**src/rtl/rx_logic_if.sv**
```systemverilog
// Receive-side bundle between the link receivers, rx_logic and the router input fifo.
// The master modport belongs to the senders/fifo side; the slave modport belongs to rx_logic.
interface rx_logic_if #(
  parameter int SIZE       = 8,
  parameter int PORT_COUNT = 5
);
  logic [PORT_COUNT-1:0]      fifo_push_req;
  logic [PORT_COUNT-1:0]      fifo_push_ack;
  logic [PORT_COUNT*SIZE-1:0] fifo_push_data;
  logic                       fifo_write;
  logic [SIZE-1:0]            fifo_item_in;
  logic                       fifo_full;
  logic                       fifo_almost_full;

  modport master (
    output fifo_push_req, fifo_push_data, fifo_full, fifo_almost_full,
    input  fifo_push_ack, fifo_write, fifo_item_in
  );

  modport slave (
    input  fifo_push_req, fifo_push_data, fifo_full, fifo_almost_full,
    output fifo_push_ack, fifo_write, fifo_item_in
  );
endinterface

```
**src/rtl/rx_logic.sv**
```systemverilog
// Round-robin arbiter over PORT_COUNT 2-phase req/ack receivers, pushing at most
// one flit per cycle into the router input fifo while the fifo has room.
module rx_logic #(
  parameter int ID         = -1,
  parameter int SIZE       = 8,
  parameter int PORT_COUNT = 5
) (
  input  logic       clk,
  input  logic       reset,
  rx_logic_if.slave  rx
);

  localparam int IDX_W = (PORT_COUNT > 1) ? $clog2(PORT_COUNT) : 1;

  logic [SIZE-1:0]       slice [PORT_COUNT];
  logic [PORT_COUNT-1:0] pend_p0;
  logic                  room_p0;
  logic                  grant_vld_p0;
  logic [IDX_W-1:0]      grant_p0;
  logic [IDX_W-1:0]      scan_p0;
  logic [SIZE-1:0]       sel_data_p0;
  logic [IDX_W-1:0]      last;
  int                    scan_idx;

  for (genvar k = 0; k < PORT_COUNT; k++) begin : g_slice
    assign slice[k] = rx.fifo_push_data[k*SIZE +: SIZE];
  end

  // Stage p0: pending detection, room check and round-robin scan from last+1
  always_comb begin
    pend_p0      = rx.fifo_push_req ^ rx.fifo_push_ack;
    // A write already presented with one slot left consumes that slot.
    room_p0      = ~rx.fifo_full & ~(rx.fifo_write & rx.fifo_almost_full);
    grant_vld_p0 = 1'b0;
    grant_p0     = '0;
    scan_p0      = '0;
    sel_data_p0  = '0;
    scan_idx     = 0;
    for (int i = 1; i <= PORT_COUNT; i++) begin
      scan_idx = int'(last) + i;
      if (scan_idx >= PORT_COUNT) scan_idx = scan_idx - PORT_COUNT;
      scan_p0 = IDX_W'(scan_idx);
      if (!grant_vld_p0 && pend_p0[scan_p0]) begin
        grant_vld_p0 = 1'b1;
        grant_p0     = scan_p0;
        sel_data_p0  = slice[scan_p0];
      end
    end
  end

  // Stage p1: registered fifo push, ack toggle and priority pointer
  always_ff @(posedge clk) begin
    if (reset) begin
      rx.fifo_push_ack <= '0;
      rx.fifo_write    <= 1'b0;
      rx.fifo_item_in  <= '0;
      last             <= IDX_W'(PORT_COUNT - 1);
    end else if (room_p0 && grant_vld_p0) begin
      assert (pend_p0[grant_p0])
        else $error("rx_logic %0d: grant to idle port %0d", ID, grant_p0);
      rx.fifo_item_in            <= sel_data_p0;
      rx.fifo_write              <= 1'b1;
      rx.fifo_push_ack[grant_p0] <= ~rx.fifo_push_ack[grant_p0];
      last                       <= grant_p0;
    end else begin
      rx.fifo_write <= 1'b0;
    end
  end

endmodule
```
**src/flat_wrapper.sv**
```systemverilog
// flat-port wrapper written by rule: the top's interface ports become plain ports
module rx_logic_flat 
#(
  parameter int ID         = -1,
  parameter int SIZE       = 8,
  parameter int PORT_COUNT = 5
)
  (clk, reset, rx_fifo_push_req, rx_fifo_push_data, rx_fifo_full, rx_fifo_almost_full, rx_fifo_push_ack, rx_fifo_write, rx_fifo_item_in);
  rx_logic_if #(.SIZE(SIZE), .PORT_COUNT(PORT_COUNT)) rx_i ();
  input  logic clk;
  input  logic reset;
  input wire logic [$bits(rx_i.fifo_push_req)-1:0] rx_fifo_push_req;
  input wire logic [$bits(rx_i.fifo_push_data)-1:0] rx_fifo_push_data;
  input wire logic [$bits(rx_i.fifo_full)-1:0] rx_fifo_full;
  input wire logic [$bits(rx_i.fifo_almost_full)-1:0] rx_fifo_almost_full;
  output wire logic [$bits(rx_i.fifo_push_ack)-1:0] rx_fifo_push_ack;
  output wire logic [$bits(rx_i.fifo_write)-1:0] rx_fifo_write;
  output wire logic [$bits(rx_i.fifo_item_in)-1:0] rx_fifo_item_in;
  assign rx_i.fifo_push_req = rx_fifo_push_req;
  assign rx_i.fifo_push_data = rx_fifo_push_data;
  assign rx_i.fifo_full = rx_fifo_full;
  assign rx_i.fifo_almost_full = rx_fifo_almost_full;
  assign rx_fifo_push_ack = rx_i.fifo_push_ack;
  assign rx_fifo_write = rx_i.fifo_write;
  assign rx_fifo_item_in = rx_i.fifo_item_in;
  rx_logic #(.ID(ID), .SIZE(SIZE), .PORT_COUNT(PORT_COUNT)) u_core (.clk(clk), .reset(reset), .rx(rx_i));
endmodule
```
**config.mk**
```make
export PLATFORM = sky130hd
export DESIGN_NAME = rx_logic_flat
export DESIGN_NICKNAME = d
export VERILOG_FILES = /design/src/rtl/rx_logic_if.sv /design/src/rtl/rx_logic.sv /design/src/flat_wrapper.sv
export SDC_FILE = /design/constraint.sdc
export NUM_CORES = 1
export LEC_CHECK = 0
export ABC_AREA = 1
export CAP_MARGIN = 0
export CORE_MARGIN = 1
export CORE_UTILIZATION = 56
export DETAILED_ROUTE_END_ITERATION = 12
export GPL_ROUTABILITY_DRIVEN = 0
export PLACE_DENSITY = 0.8
export SLEW_MARGIN = 20
export SYNTH_ARGS = -nofsm -noshare
export SYNTH_HDL_FRONTEND = slang
export SYNTH_SLANG_ARGS = --single-unit
```
**constraint.sdc**
```tcl
create_clock -name clk -period 4.2 [get_ports clk]
set_clock_uncertainty 0.2 [all_clocks]
set_input_delay 0.84 -clock clk [delete_from_list [all_inputs] [get_ports clk]]
set_output_delay 0.84 -clock clk [all_outputs]
set_load 0.01 [all_outputs]
```
==> Word-level counts from Yosys, hierarchy flattened <==
Cells that the tools add are included.
{ "op_classes": {"addsub": 10, "mul": 0, "div_mod_pow": 0, "n_lt_le_gt_ge": 17, "eq_ne": 0, "n_shift": 0, "muxes": 51, "bitwise": 11, "n_reduce_logical": 10} }
{ "op_table": {"columns": ["operator", "count"], "rows": [
  ["binary-select mux 8 bit (select 3 bit)", 5],
  ["2-to-1 mux 8 bit", 15],
  ["2-to-1 mux 3 bit", 10],
  ["< comparator 3 x 4 -> 1 bit, second input constant", 6],
  [">= comparator 4 x 3 -> 1 bit, second input constant", 5],
  [">= comparator 4 bit, second input constant", 5],
  ["NOT 3 -> 4 bit", 5],
  ["binary-select mux 1 bit (select 3 bit)", 6],
  ["subtractor 3 bit, second input constant", 5],
  ["2-to-1 mux 1 bit", 13],
  ["adder 3 x 2 -> 4 bit, second input constant", 2],
  ["adder 3 x 3 -> 4 bit, second input constant", 2],
  ["logical AND 1 bit", 6],
  ["bitwise mux 5 bit", 1],
  ["XOR 5 bit", 1],
  ["adder 3 x 1 -> 4 bit, second input constant", 1],
  ["logical NOT 1 bit", 4],
  ["demux 1 bit (select 3 bit)", 1],
  [">= comparator 3 x 1 -> 1 bit, second input constant", 1],
  ["NOT 1 bit", 3],
  ["bitwise AND 1 bit", 2]
]} }
{ "totals": {"ff_bits": 17, "latch_bits": 0, "mem_bits_rw": 0, "rom_bits": 0, "out_inout_bits": 14, "n_memories": 0} }

==> Logic depth before layout (Yosys ltp) <==
{ "logic_depth": {"depth_word": 23, "depth_mapped": 23} }

==> Least setup slack after synthesis <==
Ideal clock, no wire load.
{ "synth_timing": {"path_kind": "reg-to-reg", "start": "register u_core.last[0]", "end": "register u_core.rx.fifo_push_ack[0]", "t_arrival_ns": 2.928, "required_ns": 3.882, "path_slack_ns": 0.953, "stages_incl_launch_ff": 22, "n_path_buf": 1, "period_less_slack_ns": 3.247, "cell_sequence": "dfxtp_1 -> inv_2 -> buf_4 -> ha_1 -> inv_1 -> fa_1 -> inv_1 -> nand2_1 -> o21ai_2 -> nand3_1 -> nand2_1 -> nand2_2 -> nand2_4 -> nand3_4 -> nor2_8 -> nand4_2 -> nand3_2 -> nand2_1 -> nand3_1 -> nand3_2 -> nand2_4 -> a21oi_2"} }
{ "synth_between": {"elab_chain_len": 23} }
{ "synth_rtl": {"columns": ["item", "line", "source"], "rows": [
  ["from (decl)", "rx_logic.sv:22", "logic [IDX_W-1:0] last;"],
  ["from (signal assigned)", "rx_logic.sv:57", "last <= IDX_W'(PORT_COUNT - 1);"],
  ["from (signal assigned)", "rx_logic.sv:64", "last <= grant_p0;"],
  ["adder 3 x 1 -> 4 bit", "rx_logic.sv:40", "scan_idx = int'(last) + i;"],
  [">= comparator 4 x 3 -> 1 bit or subtractor 3 bit (tied branches)", "rx_logic.sv:41", "if (scan_idx >= PORT_COUNT) scan_idx = scan_idx - PORT_COUNT;"],
  ["2-to-1 mux 3 bit", "rx_logic.sv:41", null],
  ["binary-select mux 1 bit (select 3 bit)", "rx_logic.sv:43", "if (!grant_vld_p0 && pend_p0[scan_p0]) begin"],
  ["2-to-1 mux 1 bit (implied by the code)", "rx_logic.sv:43", null],
  ["2-to-1 mux 1 bit", "rx_logic.sv:43", null],
  ["logical NOT 1 bit", "rx_logic.sv:43", null],
  ["logical AND 1 bit", "rx_logic.sv:43", null],
  ["[... 7 more ...]", null, null],
  ["logical NOT 1 bit", "rx_logic.sv:43", null],
  ["logical AND 1 bit", "rx_logic.sv:43", null],
  ["2-to-1 mux 3 bit", "rx_logic.sv:43", null],
  ["< comparator 3 x 4 -> 1 bit (implied by the code) or >= comparator 3 x 1 -> 1 bit (tied branches)", "rx_logic.sv:63", "rx.fifo_push_ack[grant_p0] <= ~rx.fifo_push_ack[grant_p0];"],
  ["logical AND 1 bit (implied by the code)", "rx_logic.sv:63", null],
  ["2-to-1 mux 1 bit (implied by the code)", "rx_logic.sv:63", null],
  ["demux 1 bit (select 3 bit)", null, null],
  ["bitwise mux 5 bit", "rx_logic.sv:63", null],
  ["to (signal, indexed assignment)", "rx_logic.sv:63", null],
  ["to (decl)", "rx_logic_if.sv:22", "output fifo_push_ack, fifo_write, fifo_item_in"]
]} }
Parallel ways exist; a longest one is shown, timed or not. The select of a mux whose other input is x is not followed.
A chain may end at the register's enable or synchronous reset.

==> Final worst setup path <==
{ "layout_timing": {"start": "register u_core.last[1]", "end": "register u_core.rx.fifo_push_ack[0]"} }
The elaborated chain is that of the path after synthesis.

==> impl_metrics.ini <==
[worst_setup_path]
critical_path_class = flop to flop
reg2reg_setup_slack_ps = 220
reg2regPathDepth = 19
crit_arrival_ps = 3980
crit_end = u_core.rx.fifo_push_ack[0]$_SDFFE_PP0P_
reg2reg_from = u_core.last[1]$_SDFFE_PP0P_
endpoint_kind = flop
critical_path.max_fanout = 8
crit_required_ps = 4190
r2r_end = u_core.rx.fifo_push_ack[0]$_SDFFE_PP0P_
cp-startpoint = u_core.last[1]$_SDFFE_PP0P_
start_kind = flop

[grt]
grt_max_degree = 27
grt_usage_pct = 39.7
grt_overflow = 0
antenna_found_initial = 1
grt_pass1_vias = 4668
grt_pass1_wl_um = 23200

[drt]
drtIter0Drc = 790
drc_errors = 0
antenna_left = 0
dr_total_vias = 5142
wl_per_cell_um = 18.3
wirelength_um = 14600
viasPerCell = 6.44
first_pass_iters = 6

[run_status]
status = finished, final reports clean

[synthesis]
synth_cell_types = 48
synth_nets = 717
netlist_instances = 657
synth_edf_count = 0
synth_top_area_share_pct = 13.2
synth_area_um2 = 3930
ys_ff_latch = 17
ys_seq_area_share_pct = 8.65
synth_common_cells = 104 x nand2_1, 104 x o21ai_0, 74 x nor2_1
synth_top_cell_by_area = o21ai_0
synth_ff_type = dfxtp_1
synth_warnings = 0
yosys-top-cells-area = o21ai_0 13%, nand2_1 9.9%, dfxtp_1 8.7%
synth_area_per_cell_um2 = 5.99
async_flop_share_pct = 0

[finish]
nets = 764
antenna_cells = 0
drive_gt1_share_pct = 15.1
syn_to_final_growth_pct = 17.7

[floorplanning]
dieHeight_um = 85.8
die_w_um = 85.8
dieArea_um2 = 7360
core-area_um2 = 6790
start_util_pct = 57.9
ioPinCount = 63
num_rows = 30

[worst_hold_path]
hold_class = flop to flop

[clocking]
cts_root_buffer = clkbuf_8
cts_tree = yes
cts_htree_levels = 1
cts_hold_buffers = 0
cts_setup_buffers = 0
cts_resized = 0
cts_sinks = 17
path_clk_slew_ps = 70
clockBufferDepth = 2
cts_buffers = 3
insertion_delay_ps = 250

[timing]
setup_viol = 0
max_slew_margin_pct = 46.7
period_minus_slack_ps = 3980
tns_ps = 0
fin_crit_sh_pct = 94.8
rsz0062_at_grt = false
drv_slew = 0
worst_pin_slew_ps = 795
hold_violations = 0
clock.fmax_ghz = 0.251

[run]
cap_violations = 0

[placement]
hpwl_um = 10700
portBuffers = 62
[how the worst min path moves through the flow]
stage | start | end | slack [ps] | cells past startpoint
finish | u_core.rx.fifo_item_in[0]$_SDFFE_PP0P_ | u_core.rx.fifo_item_in[0]$_SDFFE_PP0P_ | 330 | 2
global route | u_core.rx.fifo_item_in[0]$_SDFFE_PP0P_ | u_core.rx.fifo_item_in[0]$_SDFFE_PP0P_ | 350 | 2
CTS | u_core.rx.fifo_item_in[1]$_SDFFE_PP0P_ | u_core.rx.fifo_item_in[1]$_SDFFE_PP0P_ | 330 | 2
detailed placement | u_core.rx.fifo_item_in[0]$_SDFFE_PP0P_ | u_core.rx.fifo_item_in[0]$_SDFFE_PP0P_ | 320 | 2
global placement | u_core.rx.fifo_item_in[7]$_SDFFE_PP0P_ | u_core.rx.fifo_item_in[7]$_SDFFE_PP0P_ | 310 | 2
floorplan | u_core.rx.fifo_item_in[0]$_SDFFE_PP0P_ | u_core.rx.fifo_item_in[0]$_SDFFE_PP0P_ | 340 | 2
[cells in the final DEF (no fill, tap or decap), drive strengths merged, types with 3 or more instances in the layout]
cell type,count
nand2,132
ha,10
a21oi,29
nand4,12
inv,63
o211ai,26
clkdlybuf4s50,62
clkbuf,4
o22ai,20
o31ai,4
o221ai,3
o21ai,123
dfxtp,17
nor2,85
a31oi,3
buf,12
a221oi,3
nand3,73
a22oi,9
[flip-flops by register name, indices dropped and copies added (netlist names)]
name	count
u_core.last	3
u_core.rx.fifo_item_in	8
u_core.rx.fifo_write	1
u_core.rx.fifo_push_ack	5
[layout make-up]
| type | instances | area, µm² |
|---|---|---|
| multi-input combinational | 544 | 3170 |
| fill | 633 | 2170 |
| timing repair buffer | 74 | 711 |
| sequential | 17 | 340 |
| inverter | 64 | 244 |
| tap | 96 | 120 |
| clock buffer | 4 | 45.0 |
[kinds of logic (layout without fill, tap and decap cells)]
group	after synthesis	after routing	synth area share, %
compound gates	224	224	34.6
xor+xnor	4	4	1.08
fa+ha+maj	11	11	3.69
buf+inv	96	142	10.8
flops	17	17	8.65
simple gates	305	305	41.1
[per-layer routing]
layer	track usage, %	vias to the layer above	part of all wire [%]
li1	-	2390	-
met1	52.3	2314	39
met2	64.9	392	44
met3	6.93	44	14
met4	14.8	2	2.7
met5	0	-	0.075
[worst max-delay path: stages (launching register included)]
cell      delay (ps)
dfxtp_1          550
ha_1             220
inv_1             60
fa_1             360
inv_1            120
nand2_1          130
o21ai_1          650
buf_4            280
nand3_1           80
nand2_1          130
nand2_4          100
nand4_4          160
clkinv_2         120
nand2_2           80
nand3_2          110
nor2_1           190
inv_1             90
nor2_4           100
o21bai_1          90
a21oi_2          100
[through the flow]
stage	setup slack, ps	instance area (µm²)	hold WS [ps]	utilization, %	std cells
after global routing	3.38	4630	349	68.1	799
after floorplan	953	3930	336	-	657
final	218	4630	326	68.1	799
after global placement	445	4580	311	67.4	795
after detailed placement	357	4580	317	67.4	795
after CTS	322	4630	333	68.1	799
Power is not shown: default switching activity piles up to over one toggle a cycle in this logic, so the estimate is an artifact.
